## config.mk

```make
export PLATFORM = sky130hd
export DESIGN_NAME = sha256_msg_sequencer
export DESIGN_NICKNAME = d
export VERILOG_FILES = /design/src/rtl/sha256_seq_pkg.sv /design/src/rtl/sha_block_buf.sv /design/src/rtl/sha256_msg_sequencer.sv
export SDC_FILE = /design/constraint.sdc
export NUM_CORES = 1
export LEC_CHECK = 0
export ABC_AREA = 1
export CAP_MARGIN = 20
export CORE_ASPECT_RATIO = 1.4
export CORE_MARGIN = 2
export CORE_UTILIZATION = 60
export DETAILED_ROUTE_END_ITERATION = 6
export PLACE_DENSITY_LB_ADDON = 0.25
export SYNTH_ARGS = -nofsm -noshare
export SYNTH_HDL_FRONTEND = slang
export SYNTH_SLANG_ARGS = --single-unit
```

## constraint.sdc

```tcl
create_clock -name clk -period 2.8 [get_ports clk]
set_input_delay 0.42 -clock clk [delete_from_list [all_inputs] [get_ports clk]]
set_output_delay 0.42 -clock clk [all_outputs]
set_load 0.005 [all_outputs]
```

## src/rtl/sha256_seq_pkg.sv

```systemverilog
// Shared definitions for the SHA-256 message sequencer:
// FSM state codes, block kinds and block geometry constants.
package sha256_seq_pkg;

  localparam logic [1:0] FILL      = 2'd0;
  localparam logic [1:0] WAIT_CORE = 2'd1;
  localparam logic [1:0] SEND      = 2'd2;
  localparam logic [1:0] GAP       = 2'd3;

  typedef enum logic [1:0] {
    DATA,
    FINAL,
    SPILL,
    TAIL
  } kind_t;

  localparam int         BLK_BYTES = 64;
  localparam int         LEN_POS   = 56;
  localparam logic [7:0] PAD_BYTE  = 8'h80;

endpackage

```

## src/rtl/sha_block_buf.sv

```systemverilog
// 64x8 block buffer: one synchronous write port, one
// combinational read port.
module sha_block_buf
  import sha256_seq_pkg::*;
(
  input  logic       clk,
  input  logic       we,
  input  logic [5:0] waddr,
  input  logic [7:0] wdata,
  input  logic [5:0] raddr,
  output logic [7:0] rdata
);

  logic [7:0] mem [BLK_BYTES];

  always_ff @(posedge clk) begin
    if (we) mem[waddr] <= wdata;
  end

  assign rdata = mem[raddr];

endmodule

```

## src/rtl/sha256_msg_sequencer.sv

```systemverilog
// Buffers message bytes into 64-byte blocks, applies SHA-256
// padding and streams each block to a byte-serial core.
module sha256_msg_sequencer
  import sha256_seq_pkg::*;
#(
  parameter int LEN_W   = 32,
  parameter int GAP_CYC = 1
) (
  input  logic       clk,
  input  logic       reset,
  input  logic [7:0] in_data,
  input  logic       in_valid,
  input  logic       in_last,
  output logic       in_ready,
  input  logic       core_busy,
  output logic [7:0] core_data,
  output logic       core_write_enable,
  output logic       core_first_block,
  output logic       core_last_block,
  output logic       msg_done
);

  localparam int GW = (GAP_CYC > 1) ? $clog2(GAP_CYC) : 1;

  logic [1:0]       state;
  kind_t            kind;
  logic [6:0]       pos;
  logic [5:0]       idx;
  logic [GW-1:0]    gcnt;
  logic [LEN_W-1:0] byte_cnt;
  logic             msg_first;

  logic       xfer;
  logic [6:0] pos_nx;
  logic       gap_end;
  logic       sending;
  logic       lastish;
  logic [7:0] rd;
  logic [63:0] len64;
  logic [7:0] len_byte;
  logic       in_rng;
  logic       at_pad;
  logic       is_len;
  logic       sel_buf;
  logic       sel_pad;
  logic       sel_len;

  assign in_ready = reset & (state == FILL);
  assign xfer     = in_valid & in_ready;
  assign pos_nx   = pos + 7'd1;
  assign gap_end  = gcnt == GW'(GAP_CYC - 1);
  assign sending  = state == SEND;
  assign lastish  = (kind == FINAL) | (kind == TAIL);

  sha_block_buf u_buf (
    .clk   (clk),
    .we    (xfer),
    .waddr (pos[5:0]),
    .wdata (in_data),
    .raddr (idx),
    .rdata (rd)
  );

  always_ff @(posedge clk) begin
    if (!reset) begin
      state     <= FILL;
      kind      <= DATA;
      pos       <= '0;
      idx       <= '0;
      gcnt      <= '0;
      byte_cnt  <= '0;
      msg_first <= 1'b1;
      msg_done  <= 1'b0;
    end else begin
      msg_done <= 1'b0;
      unique case (state)
        FILL: begin
          if (xfer) begin
            pos      <= pos_nx;
            byte_cnt <= byte_cnt + LEN_W'(1);
            if (in_last) begin
              kind  <= (pos_nx < 7'(LEN_POS)) ? FINAL : SPILL;
              state <= WAIT_CORE;
            end else if (pos_nx == 7'(BLK_BYTES)) begin
              kind  <= DATA;
              state <= WAIT_CORE;
            end
          end
        end
        WAIT_CORE: begin
          if (!core_busy) begin
            state <= SEND;
            idx   <= '0;
          end
        end
        SEND: begin
          idx       <= idx + 6'd1;
          msg_first <= 1'b0;
          if (idx == 6'd63) begin
            state    <= GAP;
            gcnt     <= '0;
            msg_done <= lastish;
          end
        end
        GAP: begin
          gcnt <= gcnt + GW'(1);
          if (gap_end) begin
            if (kind == SPILL) begin
              kind  <= TAIL;
              state <= WAIT_CORE;
            end else begin
              state <= FILL;
              pos   <= '0;
              if (kind != DATA) begin
                msg_first <= 1'b1;
                byte_cnt  <= '0;
              end
            end
          end
        end
      endcase
    end
  end

  // Message length in bits, sent most significant byte first.
  assign len64    = 64'({byte_cnt, 3'b000});
  assign len_byte = 8'(len64 >> {6'd63 - idx, 3'b000});

  assign in_rng = {1'b0, idx} < pos;
  assign at_pad = {1'b0, idx} == pos;
  assign is_len = idx >= 6'(LEN_POS);

  assign sel_buf = (kind == DATA) | ((kind != TAIL) & in_rng);
  assign sel_pad = ~sel_buf &
    ((((kind == FINAL) | (kind == SPILL)) & at_pad) |
     ((kind == TAIL) & (idx == 6'd0) & (pos == 7'(BLK_BYTES))));
  assign sel_len = ~sel_buf & ~sel_pad & is_len & lastish;

  always_comb begin
    core_data = '0;
    unique case (1'b1)
      sel_buf: core_data = rd;
      sel_pad: core_data = PAD_BYTE;
      sel_len: core_data = len_byte;
      default: core_data = '0;
    endcase
    if (!sending) core_data = '0;
  end

  assign core_write_enable = sending;
  assign core_first_block  = sending & (idx == 6'd0) & msg_first;
  assign core_last_block   = sending & (idx == 6'd0) & lastish;

endmodule

```

# [After elaboration in Yosys (flattened, before gate mapping)]
# Memories as Yosys holds them, arrays and structs flattened. A register that Yosys moved wholly into a read port is not among the register bits.
# Cells that the tools add are included.
[op_classes] eq_ne=19 n_mul=0 n_div=0 order_cmp=3 n_reduce_logical=15 muxes=38 n_addsub=5 shifts=1 bitwise=19
[ops] op="two-way mux 32 bit" count=4
[ops] op="one-hot mux 32 bit (2 select lines)" count=1
[ops] op="right shift 35 x 9 -> 8 bit" count=1
[ops] op="adder 32 x 1 -> 32 bit (second input constant)" count=1
[ops] op="two-way mux 2 bit" count=12
[ops] op="one-hot mux 8 bit (3 select lines)" count=1
[ops] op="two-way mux 7 bit" count=3
[ops] op="two-way mux 6 bit" count=3
[ops] op="AND reduction 5 bit" count=3
[ops] op="equality test 7 bit (second input constant)" count=2
[ops] op="one-hot mux 7 bit (2 select lines)" count=1
[ops] op="AND 1 bit" count=13
[ops] op="!= test 2 bit (second input constant)" count=6
[ops] op="one-hot mux 6 bit (2 select lines)" count=1
[ops] op="equality test 2 bit (second input constant)" count=4
[ops] op="two-way mux 8 bit" count=1
[ops] op="one-hot mux 2 bit (4 select lines)" count=1
[ops] op="AND reduction 4 bit" count=2
[ops] op="nonzero test 2 bit" count=4
[ops] op="adder 7 x 1 -> 7 bit (second input constant)" count=1
[ops] op="equality test 6 x 7 -> 1 bit" count=1
[ops] op="less-than comparator 6 x 7 -> 1 bit" count=1
[ops] op="less-than comparator 7 x 6 -> 1 bit (second input constant)" count=1
[ops] op="two-way mux 1 bit" count=7
[ops] op="16 further kinds" count=25
[word_totals] out_inout_bits=13 n_memories=1 latchBits=0 register_bits=52 romBits=0 mem_bits_rw=512 wordCells=109 inputBits=13
[memory_table] memory="u_buf.mem" words=64 width=8 read_ports=1 rd_clocked_by_memory_dff=1 wr=1 line="sha_block_buf.sv:14" text="logic [7:0] mem [BLK_BYTES];"

# [Depth between registers and ports, before layout]
# Gate-level depths: netlist of run 1.
[depth] depth_word=11 mapped_depth=13 mapped_depth_nobuf=13

# [Cells and area by module]
# From an unflattened synthesis of run 1, not the netlist that was laid out.
[unflattened] cells_unflattened=2408 area_unflattened_um2=24876.4
[modules_own_cells] mod="sha_block_buf" cells_per_inst=1797 seq_area_each_um2=15374.7 area_per_inst_um2=21179.1 instances=1
[modules_own_cells] mod="sha256_msg_sequencer" cells_per_inst=611 seq_area_each_um2=1041.0 area_per_inst_um2=3697.3 instances=1

# [Worst setup path after synthesis of run 1]
# Ideal clock, no wire load.
[synth_path] path_type="register to output" from="register idx[0]" to="output port core_data[3]" required_ps=2380 stages_incl_launch_ff=14 arrival_ps=2031 path_buffers=2 slack_ps=349 path_cell_list="dfxtp_1 > buf_2 > clkinv_1 > clkbuf_1 > ha_1 > o21ai_0 > nand2_1 > nand2_1 > nand2_2 > nor2_1 > nand2_1 > nor2_1 > nand2_1 > a21oi_1"
[synth_between] elab_chain_len=11 word_cells_on_any_way=20 cone_classes="add/sub (1); order compare (2); eq/ne (1); shift (1); mux (2); bitwise (12); reduce/logical (1)"
[synth_lines] item="start: declaration" line="sha256_msg_sequencer.sv:28" text="logic [5:0] idx;"
[synth_lines] item="start signal: assignment" line="sha256_msg_sequencer.sv:97" text="idx <= idx + 6'd1;"
[synth_lines] item="less-than comparator 6 x 7 -> 1 bit or logical NOT 6 bit (tied branches)" line="sha256_msg_sequencer.sv:129, sha256_msg_sequencer.sv:136"
[synth_lines] item="AND 1 bit (on tied branches)" line="sha256_msg_sequencer.sv:133, sha256_msg_sequencer.sv:136"
[synth_lines] item="OR 1 bit or AND 1 bit (tied branches)" line="sha256_msg_sequencer.sv:133, sha256_msg_sequencer.sv:136"
[synth_lines] item="NOT 1 bit or OR 1 bit (tied branches)" line="sha256_msg_sequencer.sv:134, sha256_msg_sequencer.sv:137, sha256_msg_sequencer.sv:135"
[synth_lines] item="AND 1 bit" line="sha256_msg_sequencer.sv:134" text="assign sel_pad = ~sel_buf &"
[synth_lines] item="NOT 1 bit" line="sha256_msg_sequencer.sv:137" text="assign sel_len = ~sel_buf & ~sel_pad & is_len & lastish;"
[synth_lines] item="AND 1 bit (3 in series)" line="sha256_msg_sequencer.sv:137"
[synth_lines] item="one-hot mux 8 bit (3 select lines) (*)" line="sha256_msg_sequencer.sv:141" text="unique case (1'b1)"
[synth_lines] item="two-way mux 8 bit (*)" line="sha256_msg_sequencer.sv:147" text="if (!sending) core_data = '0;"
[synth_lines] item="end: declaration" line="sha256_msg_sequencer.sv:16" text="output logic [7:0] core_data,"
# Every way passes the cells marked *; elsewhere a longest branch is shown, timed or not.

==> results of run 1 <==
[per-layer routing]
metal	vias up	share of wire	track usage
li1	8512	-	-
met1	9055	0.35	0.372
met2	1049	0.51	0.565
met3	242	0.081	0.0468
met4	0	0.060	0.179
met5	-	0	0
[critical path: cells and delay by family (launching register included)]
kind / cells / cell delay, ns
compound gates: 1 / 0.15
simple gates: 7 / 0.79
buf+inv: 4 / 0.64
flops: 1 / 0.38
[worst max-delay path by stage]
stage              start           end  slack [ns]  cells past startpoint
3_5_place_dp   flip-flop  core_data[2]       -0.02                     10
5_1_grt        flip-flop  core_data[5]       -0.26                     13
6_report       flip-flop  core_data[2]       -0.20                     12
4_1_cts        flip-flop  core_data[4]       -0.24                     12
2_1_floorplan     idx[0]  core_data[3]        0.35                     13
3_3_place_gp   flip-flop  core_data[2]       -0.01                     10
[power by group through the flow]
stage	Sequential, W	Combinational [W]	Clock (W)
global placement	0.00957	0.00338	0
detailed placement	0.00957	0.00346	0
finish	0.00939	0.00447	0.00727
floorplan	0.00955	0.00215	0
CTS	0.00938	0.00400	0.00733
global route	0.00939	0.00476	0.00766
[synthesized netlist by cell type, types with 15 or more instances]
library cell,instances
sky130_fd_sc_hd__nand2_1,690
sky130_fd_sc_hd__edfxtp_1,512
sky130_fd_sc_hd__nand3_1,501
sky130_fd_sc_hd__inv_1,208
sky130_fd_sc_hd__nor2_1,122
sky130_fd_sc_hd__buf_2,63
sky130_fd_sc_hd__a21oi_1,61
sky130_fd_sc_hd__dfxtp_1,58
sky130_fd_sc_hd__o21ai_0,36
sky130_fd_sc_hd__clkbuf_1,27
sky130_fd_sc_hd__buf_1,22
sky130_fd_sc_hd__ha_1,20
sky130_fd_sc_hd__nand4_1,15
[repair_timing]
| item | CTS | global route |
|---|---|---|
| hold endpoints to repair | 0 | 0 |
| pin swaps | 8 | 27 |
| endpoints found under the setup margin | 8 | 8 |
| setup buffers | 7 | 3 |
| resized for setup | 92 | 83 |
| gates cloned | 7 | 10 |
[metrics by stage]
step | TNS [ns] | hold WS [ns]
after floorplan | 0 | 0.433
after global routing | -1.78 | 0.338
after CTS | -1.70 | 0.325
after global placement | -0.0122 | 0.450
after detailed placement | -0.0235 | 0.473
final | -1.24 | 0.337
[kinds of logic (layout without fill, tap and decap cells)]
group | count (synthesis) | count (layout) | synth area share
buffers and inverters | 338 | 515 | 0.0558
AND/OR/NAND/NOR | 1362 | 1362 | 0.237
adder cells (fa/ha/maj) | 20 | 20 | 0.0101
AO/OA/AOI/OAI | 124 | 124 | 0.0277
XOR/XNOR | 5 | 5 | 0.00177
flip-flops | 570 | 570 | 0.667
[cell type report]
cell class,instances,area (um2),share of cell area
Clock buffer,70,1490,0.0508
Clock inverter,29,267,0.00907
Inverter,216,841,0.0286
Multi-Input combinational cell,1511,7400,0.252
Sequential cell,570,16500,0.563
Tap cell,540,676,0.0230
Timing Repair Buffer,198,2130,0.0725
Timing Repair inverter,2,36.3,0.00123
[registers in the layout, summed over array words and instances, names as in the netlist, named ones only]
register / flops
byte_cnt: 32
gcnt: 1
idx: 6
kind: 2
msg_done: 1
msg_first: 1
pos: 7
state: 2
u_buf.mem: 512
==> flow_summary.ini, run 1 <==
[power]
power_per_cell_area_mw_per_mm2 = 719
seqPwrFrac = 0.444
p_int_w = 0.0151
combPwrFrac = 0.212
totalPowerFinal_w = 0.0211
clkPwrFrac = 0.344
net_switching_power_w = 0.00605
vdd_ir_drop_max_mv = 0.689
power.share.switching = 0.286
power_leakage_nw = 11.3

[synth]
async_flop_share = 0
synth.yosys.seq_area_share = 0.667
synthCells = 2419
syn_nets = 2452
syn-mean-instance-area_um2 = 10.2
ys_warn_count = 0
mappedNetlistArea_mm2 = 0.0248
synth_top_cell_area_share = 0.620
synth_top_cells_by_area = sky130_fd_sc_hd__edfxtp_1, sky130_fd_sc_hd__nand2_1, sky130_fd_sc_hd__nand3_1
synth_edf_count = 512
synth_top_cell_by_area = sky130_fd_sc_hd__edfxtp_1
synth_cell_types = 45
dominantRegCellSynth = sky130_fd_sc_hd__edfxtp_1
ys_ff_latch = 570

[placement]
place_congestion = 1.00
detailedPlacementHpwl_um = 42800
postPlaceCellArea_mm2 = 0.0265
place_worst_setup_slack_ns = -0.0180
placed_cells = 3012
count_of_buffers_from_port_buffering = 25

[detailed_routing]
wl_per_cell_um = 22.3
detail-route-antenna-nets = 0
drc = 0
drt-initial-drc-count = 2231
routed_wl_um = 70000
drt_pre_antenna_iters = 7
via_count = 18900
routed_via_density = 6.01

[run_status]
violations = negative setup slack
result_of_the_run = finished, violations left

[cts]
clock_buffer_count_from_cts = 53
cts_tree = yes
clk_path_buf_depth = 3
cts_root_buffer = sky130_fd_sc_hd__clkbuf_16
insertion_delay_ns = 0.59
htree_levels = 2
cts_hold_repair.buffers = 0
clkTransAtPathRegs_ns = 0.06
clock-sinks = 570

[hold_path]
hp-start = in_data[7]
min_path_cells = 1
hold_class = in2reg
hold_end = u_buf.mem[39][7]

[worst_setup_path]
reg2reg_launch_point = kind[0]
worstSetupStartpointType = flip-flop
rrSetupSlack_ns = 0.47
setup.worst_path.end_class = output pin
cp.required_ns = 2.38
regToRegEndpoint = byte_cnt[9]
critical_path_class = reg2out
critPathArrivalTime_ns = 2.58
cell_by_cell_trace_of_the_critical_path = buf_12, inv_16, clkbuf_16, nand2_1, nand3_1, nand3_2, nand3_2, nand3_1, nand3_2, nand3_4, a21oi_2, buf_2
worstPathMaxFanout = 12
crit_path_frequent_cell = sky130_fd_sc_hd__nand3_2
worst_path_largest_cell_delay_ns = 0.38
slowest_stage = sky130_fd_sc_hd__dfxtp_4
ff2ff_path_depth = 11

[timing]
setup_viol = 8
tightestPinTransition_ns = 0.883
finClkSkew_ns = 0.0117
slew_viol_final = 0
max_slew_margin = 0.411
grt_setup_unrepaired = true
timing.final.crit_share = 1.07
fin_ws_ns = -0.201
period_minus_slack_ns = 3.00
timing.fmax_mhz = 333
report.final.hold_viol_count = 0

[die]
die-area_mm2 = 0.0430
boundaryPins = 26
row_count = 88
core_mm2 = 0.0410
start_util = 0.605
floorplan.die.height_um = 244
die_x_um = 176

[final_layout]
mostFrequentLayoutCell = sky130_fd_sc_hd__nand2_1
finish.instance_area_mm2 = 0.0294
insertedDiodeCount = 0
final_nets = 2585
instances_no_fill = 3136
final_layout_size_suffix_gt1_frac = 0.153
number_of_filler_instances_in_the_final_layout = 2822
syn_to_final_growth_pct = 18.6
fin_util = 0.718
layout_common_cells = sky130_fd_sc_hd__nand2_1, sky130_fd_sc_hd__edfxtp_1, sky130_fd_sc_hd__nand3_1, sky130_fd_sc_hd__inv_1, sky130_fd_sc_hd__buf_4

[run]
max-cap-violations = 0

[global_routing]
grt_pass1_wl_um = 104000
grt-ovfl-total = 0
vias_in_the_first_global_route = 18500
overall_global_routing_resource_usage = 0.319
grt_max_degree = 65
antenna_violations_before_repair = 0
(Power assumes the default switching activity.)
==> inputs of run 2 (changes only) <==
- CAP_MARGIN: 20 -> 15
- CORE_UTILIZATION: 60 -> 34
- RECOVER_POWER: default -> 100
==> run 2 against run 1 <==
Effect of this change: the flow finishes with violations (max-capacitance violations, max-slew violations, negative setup slack); maximum frequency shrank 0.16%; non-clock buffer count rose by 13; sequential share of layout area decreased by 0.98 points; cell area up 1.8%; wire length is 5.1% higher; global-route usage decreased by 12 points; power increased by 0.17%; combinational power about the same; register-to-register slack got worse by 0.27 ns; clock skew is 0.0070 ns higher; critical path type unchanged; largest power group unchanged.
==> flow_summary.ini, run 2 (synthesis results as in run 1) <==
[die]
core_mm2 = 0.0725
die_x_um = 232
boundaryPins = 26
floorplan.die.height_um = 323
row_count = 117
start_util = 0.342
die-area_mm2 = 0.0751

[final_layout]
final_nets = 2597
insertedDiodeCount = 0
layout_common_cells = sky130_fd_sc_hd__nand2_1, sky130_fd_sc_hd__edfxtp_1, sky130_fd_sc_hd__nand3_1, sky130_fd_sc_hd__inv_1, sky130_fd_sc_hd__nor2_1
largest_register_ffs = 512
biggestRegsByFlops = u_buf.mem x512, byte_cnt x32, pos x7
syn_to_final_growth_pct = 20.7
mostFrequentLayoutCell = sky130_fd_sc_hd__nand2_1
regMostFlops = u_buf.mem
final_layout_size_suffix_gt1_frac = 0.152
instances_no_fill = 3556

[cts]
clkTransAtPathRegs_ns = 0.06
cts_root_buffer = sky130_fd_sc_hd__clkbuf_16
cts_tree = yes
clock-sinks = 570
clk_path_buf_depth = 3
insertion_delay_ns = 0.63
clock_buffer_count_from_cts = 53
htree_levels = 2

[detailed_routing]
routed_via_density = 5.06
detail-route-antenna-nets = 0
wl_per_cell_um = 20.7
via_count = 18000
drc = 0
routed_wl_um = 73600
drt_pre_antenna_iters = 5
drt-initial-drc-count = 1234

[timing]
period_minus_slack_ns = 3.01
timing.fmax_mhz = 333
timing.final.crit_share = 1.07
max_slew_margin = -0.205
report.final.hold_viol_count = 0
finalHoldWorstSlack_ns = 0.436
finClkSkew_ns = 0.0188
grt_setup_unrepaired = true
slew_viol_final = 417
setup_viol = 8
fin_ws_ns = -0.205
tightestPinTransition_ns = 1.81

[worst_setup_path]
worst_path_largest_cell_delay_ns = 0.37
worstSetupStartpointType = flip-flop
slowest_stage = sky130_fd_sc_hd__dfxtp_4
rrSetupSlack_ns = 0.20
cp.required_ns = 2.38
cell_by_cell_trace_of_the_critical_path = buf_12, inv_16, buf_12, nand2_1, nand3_1, nand3_1, nand3_2, nand3_2, nand3_2, nand3_4, a21oi_2, buf_2
crit_path_frequent_cell = sky130_fd_sc_hd__nand3_2
critical_path_class = reg2out
cpLargestDelayFamily = simple AND/OR/NAND/NOR gates
critPathArrivalTime_ns = 2.59
worstPathMaxFanout = 26
reg2reg_launch_point = state[0]
ff2ff_path_depth = 11
cp.buffers_inverters = 4
regToRegEndpoint = byte_cnt[30]
setup.worst_path.end_class = output pin

[placement]
placed_cells = 3444
count_of_buffers_from_port_buffering = 25
place_congestion = 0.927
place_worst_setup_slack_ns = -0.103
detailedPlacementHpwl_um = 46800

[power]
power_leakage_nw = 11.2
vdd_ir_drop_max_mv = 0.443
totalPowerFinal_w = 0.0212
power_per_cell_area_mw_per_mm2 = 707

[global_routing]
overall_global_routing_resource_usage = 0.197
antenna_violations_before_repair = 0
grt-ovfl-total = 0
grt_pass1_wl_um = 111000
grt_max_degree = 65
vias_in_the_first_global_route = 18200

[hold_path]
hold_end = u_buf.mem[6][2]
hp-start = in_data[2]
hold_class = in2reg
min_path_cells = 1

[run_status]
violations = max-capacitance violations, max-slew violations, negative setup slack
result_of_the_run = finished, violations left

[run]
max-cap-violations = 7
[run 2: changes by cell type in the layout (fill, tap and decap cells not counted), sizes merged]
| cell | previous run | this run |
|---|---|---|
| dlygate4sd2 | 0 | 2 |
| buf | 179 | 110 |
| clkinv | 22 | 24 |
| bufbuf | 1 | 3 |
| bufinv | 4 | 5 |
| dlygate4sd3 | 0 | 1 |
| clkinvlp | 4 | 2 |
| clkbuf | 79 | 154 |
| inv | 217 | 216 |
| clkdlybuf4s50 | 9 | 6 |
[run 2: per-layer routing]
metal | vias to the layer above | part of all wire | global-route usage
met5 | - | 0 | 0
met4 | 0 | 0.042 | 0.0825
met3 | 147 | 0.042 | 0.0236
met2 | 485 | 0.53 | 0.367
met1 | 8795 | 0.39 | 0.226
li1 | 8549 | - | -
[run 2: worst max-delay path by stage]
stage / start / to / slack [ns] / cells after the start
after floorplan: idx[0] / core_data[3] / 0.35 / 13
after global placement: flip-flop / core_data[7] / -0.11 / 12
after detailed placement: flip-flop / core_data[7] / -0.10 / 12
after CTS: flip-flop / core_data[7] / -0.20 / 13
after global routing: flip-flop / core_data[6] / -0.29 / 13
final: flip-flop / core_data[0] / -0.21 / 12
[run 2: metrics by stage]
| step | util | instance area, um2 | TNS, ns |
|---|---|---|---|
| 2_1_floorplan | - | 24800 | 0 |
| 3_3_place_gp | 0.377 | 27300 | -0.626 |
| 3_5_place_dp | 0.377 | 27300 | -0.475 |
| 4_1_cts | 0.416 | 30100 | -1.51 |
| 5_1_grt | 0.413 | 29900 | -2.48 |
| 6_report | 0.413 | 29900 | -1.30 |
[run 2: report_power, final]
group	leakage (nW)	total, W	switching, W	internal [W]
Clock	0.847	0.00730	0.00325	0.00405
Sequential	5.07	0.00939	0.0000549	0.00934
Combinational	5.33	0.00447	0.00280	0.00167
[run 2: final cells by class]
cell class / instances / area (um2)
fillers: 6966 / 42500
flip-flops and latches: 570 / 16500
multi-input cells: 1511 / 7660
repair buffers: 211 / 1970
clock buffers: 65 / 1410
well taps: 952 / 1190
inverters: 216 / 831
clock inverters: 30 / 300
repair inverters: 1 / 16.3
[run 2: timing repair]
action	in CTS	in global routing
endpoints found under the setup margin	10	8
cloned	10	1
pin swaps	54	15
buffers inserted	4	2
hold buffers	0	0
gates resized for setup	213	31
==> inputs of run 3 (changes only) <==
- ABC_AREA: 1 -> default
==> run 3 against run 2 <==
Effect of this change: highest routed layer unchanged; via count shrank 22%; worst setup slack lost 0.32 ns; sequential share of layout area rose by 2.2 points; the run still ends with max-capacitance violations, max-slew violations, negative setup slack left; cell count decreased by 23%; largest cell class unchanged.
==> flow_summary.ini, run 3 <==
[run_status]
result_of_the_run = finished, violations left
violations = max-capacitance violations, max-slew violations, negative setup slack

[timing]
setup_viol = 8
totalNegativeSetupSlack_ns = -3.74
max_slew_margin = -0.294
tightestPinTransition_ns = 1.94
grt_setup_unrepaired = true
finalHoldWorstSlack_ns = 0.467
slew_viol_final = 98
fin_ws_ns = -0.527
finClkSkew_ns = 0.0117
report.final.hold_viol_count = 0
timing.final.crit_share = 1.19
timing.fmax_mhz = 301
period_minus_slack_ns = 3.33

[cts]
cts_root_buffer = sky130_fd_sc_hd__clkbuf_16
cts_tree = yes
htree_levels = 2
clkTransAtPathRegs_ns = 0.06
clk_path_buf_depth = 3
clock-sinks = 570
insertion_delay_ns = 0.60
clock_buffer_count_from_cts = 52

[detailed_routing]
dr.max_layer_used = met4
detail-route-antenna-nets = 0
routed_wl_um = 65700
routed_via_density = 5.15
met3RoutedLength_um = 2700
wirelength_met1_um = 26200
met2_length_um = 34200
drt-initial-drc-count = 1356
via_count = 14000
wl_per_cell_um = 24.1
drc = 0
drt_pre_antenna_iters = 7

[final_layout]
area.sequential_mm2 = 0.0166
biggestRegsByFlops = u_buf.mem x512, byte_cnt x32, pos x7
final_layout_size_suffix_gt1_frac = 0.281
multi_input_comb_area_mm2 = 0.00679
mostFrequentLayoutCell = sky130_fd_sc_hd__edfxtp_1
number_of_filler_instances_in_the_final_layout = 6291
largest_register_ffs = 512
fin_util = 0.419
insertedDiodeCount = 0
syn_to_final_growth_pct = 22.4
final_nets = 1793
layout_common_cells = sky130_fd_sc_hd__edfxtp_1, sky130_fd_sc_hd__buf_4, sky130_fd_sc_hd__mux2i_1, sky130_fd_sc_hd__nor2_1, sky130_fd_sc_hd__mux4_2
regMostFlops = u_buf.mem

[die]
boundaryPins = 26
floorplan.die.height_um = 315
row_count = 114
die_x_um = 226
start_util = 0.342
die-area_mm2 = 0.0714
core_mm2 = 0.0688

[placement]
count_of_buffers_from_port_buffering = 25
place_worst_setup_slack_ns = -0.736
detailedPlacementHpwl_um = 45800
place_congestion = 0.896

[global_routing]
grt_max_degree = 64
overall_global_routing_resource_usage = 0.184
antenna_violations_before_repair = 1
grt-ovfl-total = 0
grt_pass1_wl_um = 95600
vias_in_the_first_global_route = 14300

[worst_setup_path]
critical_path_class = reg2out
worstSetupStartpointType = flip-flop
setup.worst_path.end_class = output pin
cp.required_ns = 2.38
critPathArrivalTime_ns = 2.91
worstPathMaxFanout = 9

[synth]
ys_ff_latch = 570
dominantRegCellSynth = sky130_fd_sc_hd__edfxtp_1
ys_warn_count = 0
synthCells = 1446
syn-mean-instance-area_um2 = 16.3
post-synth-top-count-cell = sky130_fd_sc_hd__edfxtp_1
synth_edf_count = 512
synth_cell_types = 67
synth_top_cell_by_area = sky130_fd_sc_hd__edfxtp_1
synth_top_cells_by_area = sky130_fd_sc_hd__edfxtp_1, sky130_fd_sc_hd__mux4_2, sky130_fd_sc_hd__mux2i_1
mappedNetlistArea_mm2 = 0.0235
async_flop_share = 0
syn_nets = 1479
synth_top_cell_area_share = 0.653
synth.top_cells.by_count = sky130_fd_sc_hd__edfxtp_1, sky130_fd_sc_hd__mux2i_1, sky130_fd_sc_hd__nor2_1
synth.yosys.seq_area_share = 0.703

[power]
p_int_w = 0.0134
power.share.switching = 0.217
vdd_ir_drop_max_mv = 0.400
totalPowerFinal_w = 0.0172
clkPwrFrac = 0.400
power_leakage_nw = 9.24
power_per_cell_area_mw_per_mm2 = 596
seqPwrFrac = 0.542
net_switching_power_w = 0.00372
combPwrFrac = 0.058

[run]
max-cap-violations = 3

[hold_path]
hold_class = in2reg
[run 3: worst paths after layout]
check	slack (ns)	depth (start not counted)	start	endpoint
worst max-delay path	-0.53	10	flip-flop	core_data[6]
worst max register to register	0.09	9	state[1]	u_buf.mem[63][7]
worst min-delay path	0.47	2	reset	state[0]
worst min register to register	0.51	2	byte_cnt[9]	byte_cnt[9]
[run 3: logic make-up after synthesis]
logic type	synth area share
buf+inv	0.0202
simple gates	0.0670
compound gates	0.0519
flops	0.703
fa+ha+maj	0.0106
xor+xnor	0.0119
mux	0.136
[run 3: repair_timing]
item | 4_1_cts | 5_1_grt
hold buffers | 1 | 0
resized for setup | 93 | 23
endpoints found under the setup margin | 10 | 8
hold endpoints to repair | 1 | 0
pin swaps | 20 | 17
cloned | 2 | 1
buffers inserted | 13 | 26
[run 3: per-layer routing]
layer  vias to the layer above  global-route usage
li1                       6312                   -
met1                      7254               0.223
met2                       374               0.331
met3                       104              0.0254
met4                         0              0.0707
met5                         -                   0
[run 3: layout make-up]
type,count,share of cell area
Sequential cell,570,0.575
Timing Repair Buffer,332,0.0906
Inverter,21,0.00274
Clock buffer,61,0.0471
Tap cell,928,0.0403
Clock inverter,33,0.00869
Multi-Input combinational cell,783,0.236
[run 3: power by group through the flow]
stage	registers, W	logic (W)	clock network, W
floorplan	0.00949	0.000443	0
global placement	0.00949	0.000905	0
detailed placement	0.00949	0.000920	0
CTS	0.00930	0.00101	0.00703
global route	0.00931	0.00106	0.00733
finish	0.00931	0.000992	0.00686
[run 3: through the flow]
stage          instance area, um2  instances
3_5_place_dp                26800       2594
5_1_grt                     28800       2728
6_report                    28800       2728
2_1_floorplan               23500       1446
4_1_cts                     28800       2704
3_3_place_gp                26800       2594
[run 3: worst max-delay path, stage by stage (launching register included)]
cell,delay [ns]
sky130_fd_sc_hd__dfxtp_4,0.40
sky130_fd_sc_hd__buf_12,0.16
sky130_fd_sc_hd__buf_12,0.11
sky130_fd_sc_hd__buf_16,0.14
sky130_fd_sc_hd__buf_12,0.11
sky130_fd_sc_hd__mux4_2,0.49
sky130_fd_sc_hd__mux2_4,0.32
sky130_fd_sc_hd__a21oi_2,0.16
sky130_fd_sc_hd__buf_4,0.15
sky130_fd_sc_hd__o22ai_4,0.09
sky130_fd_sc_hd__buf_2,0.14
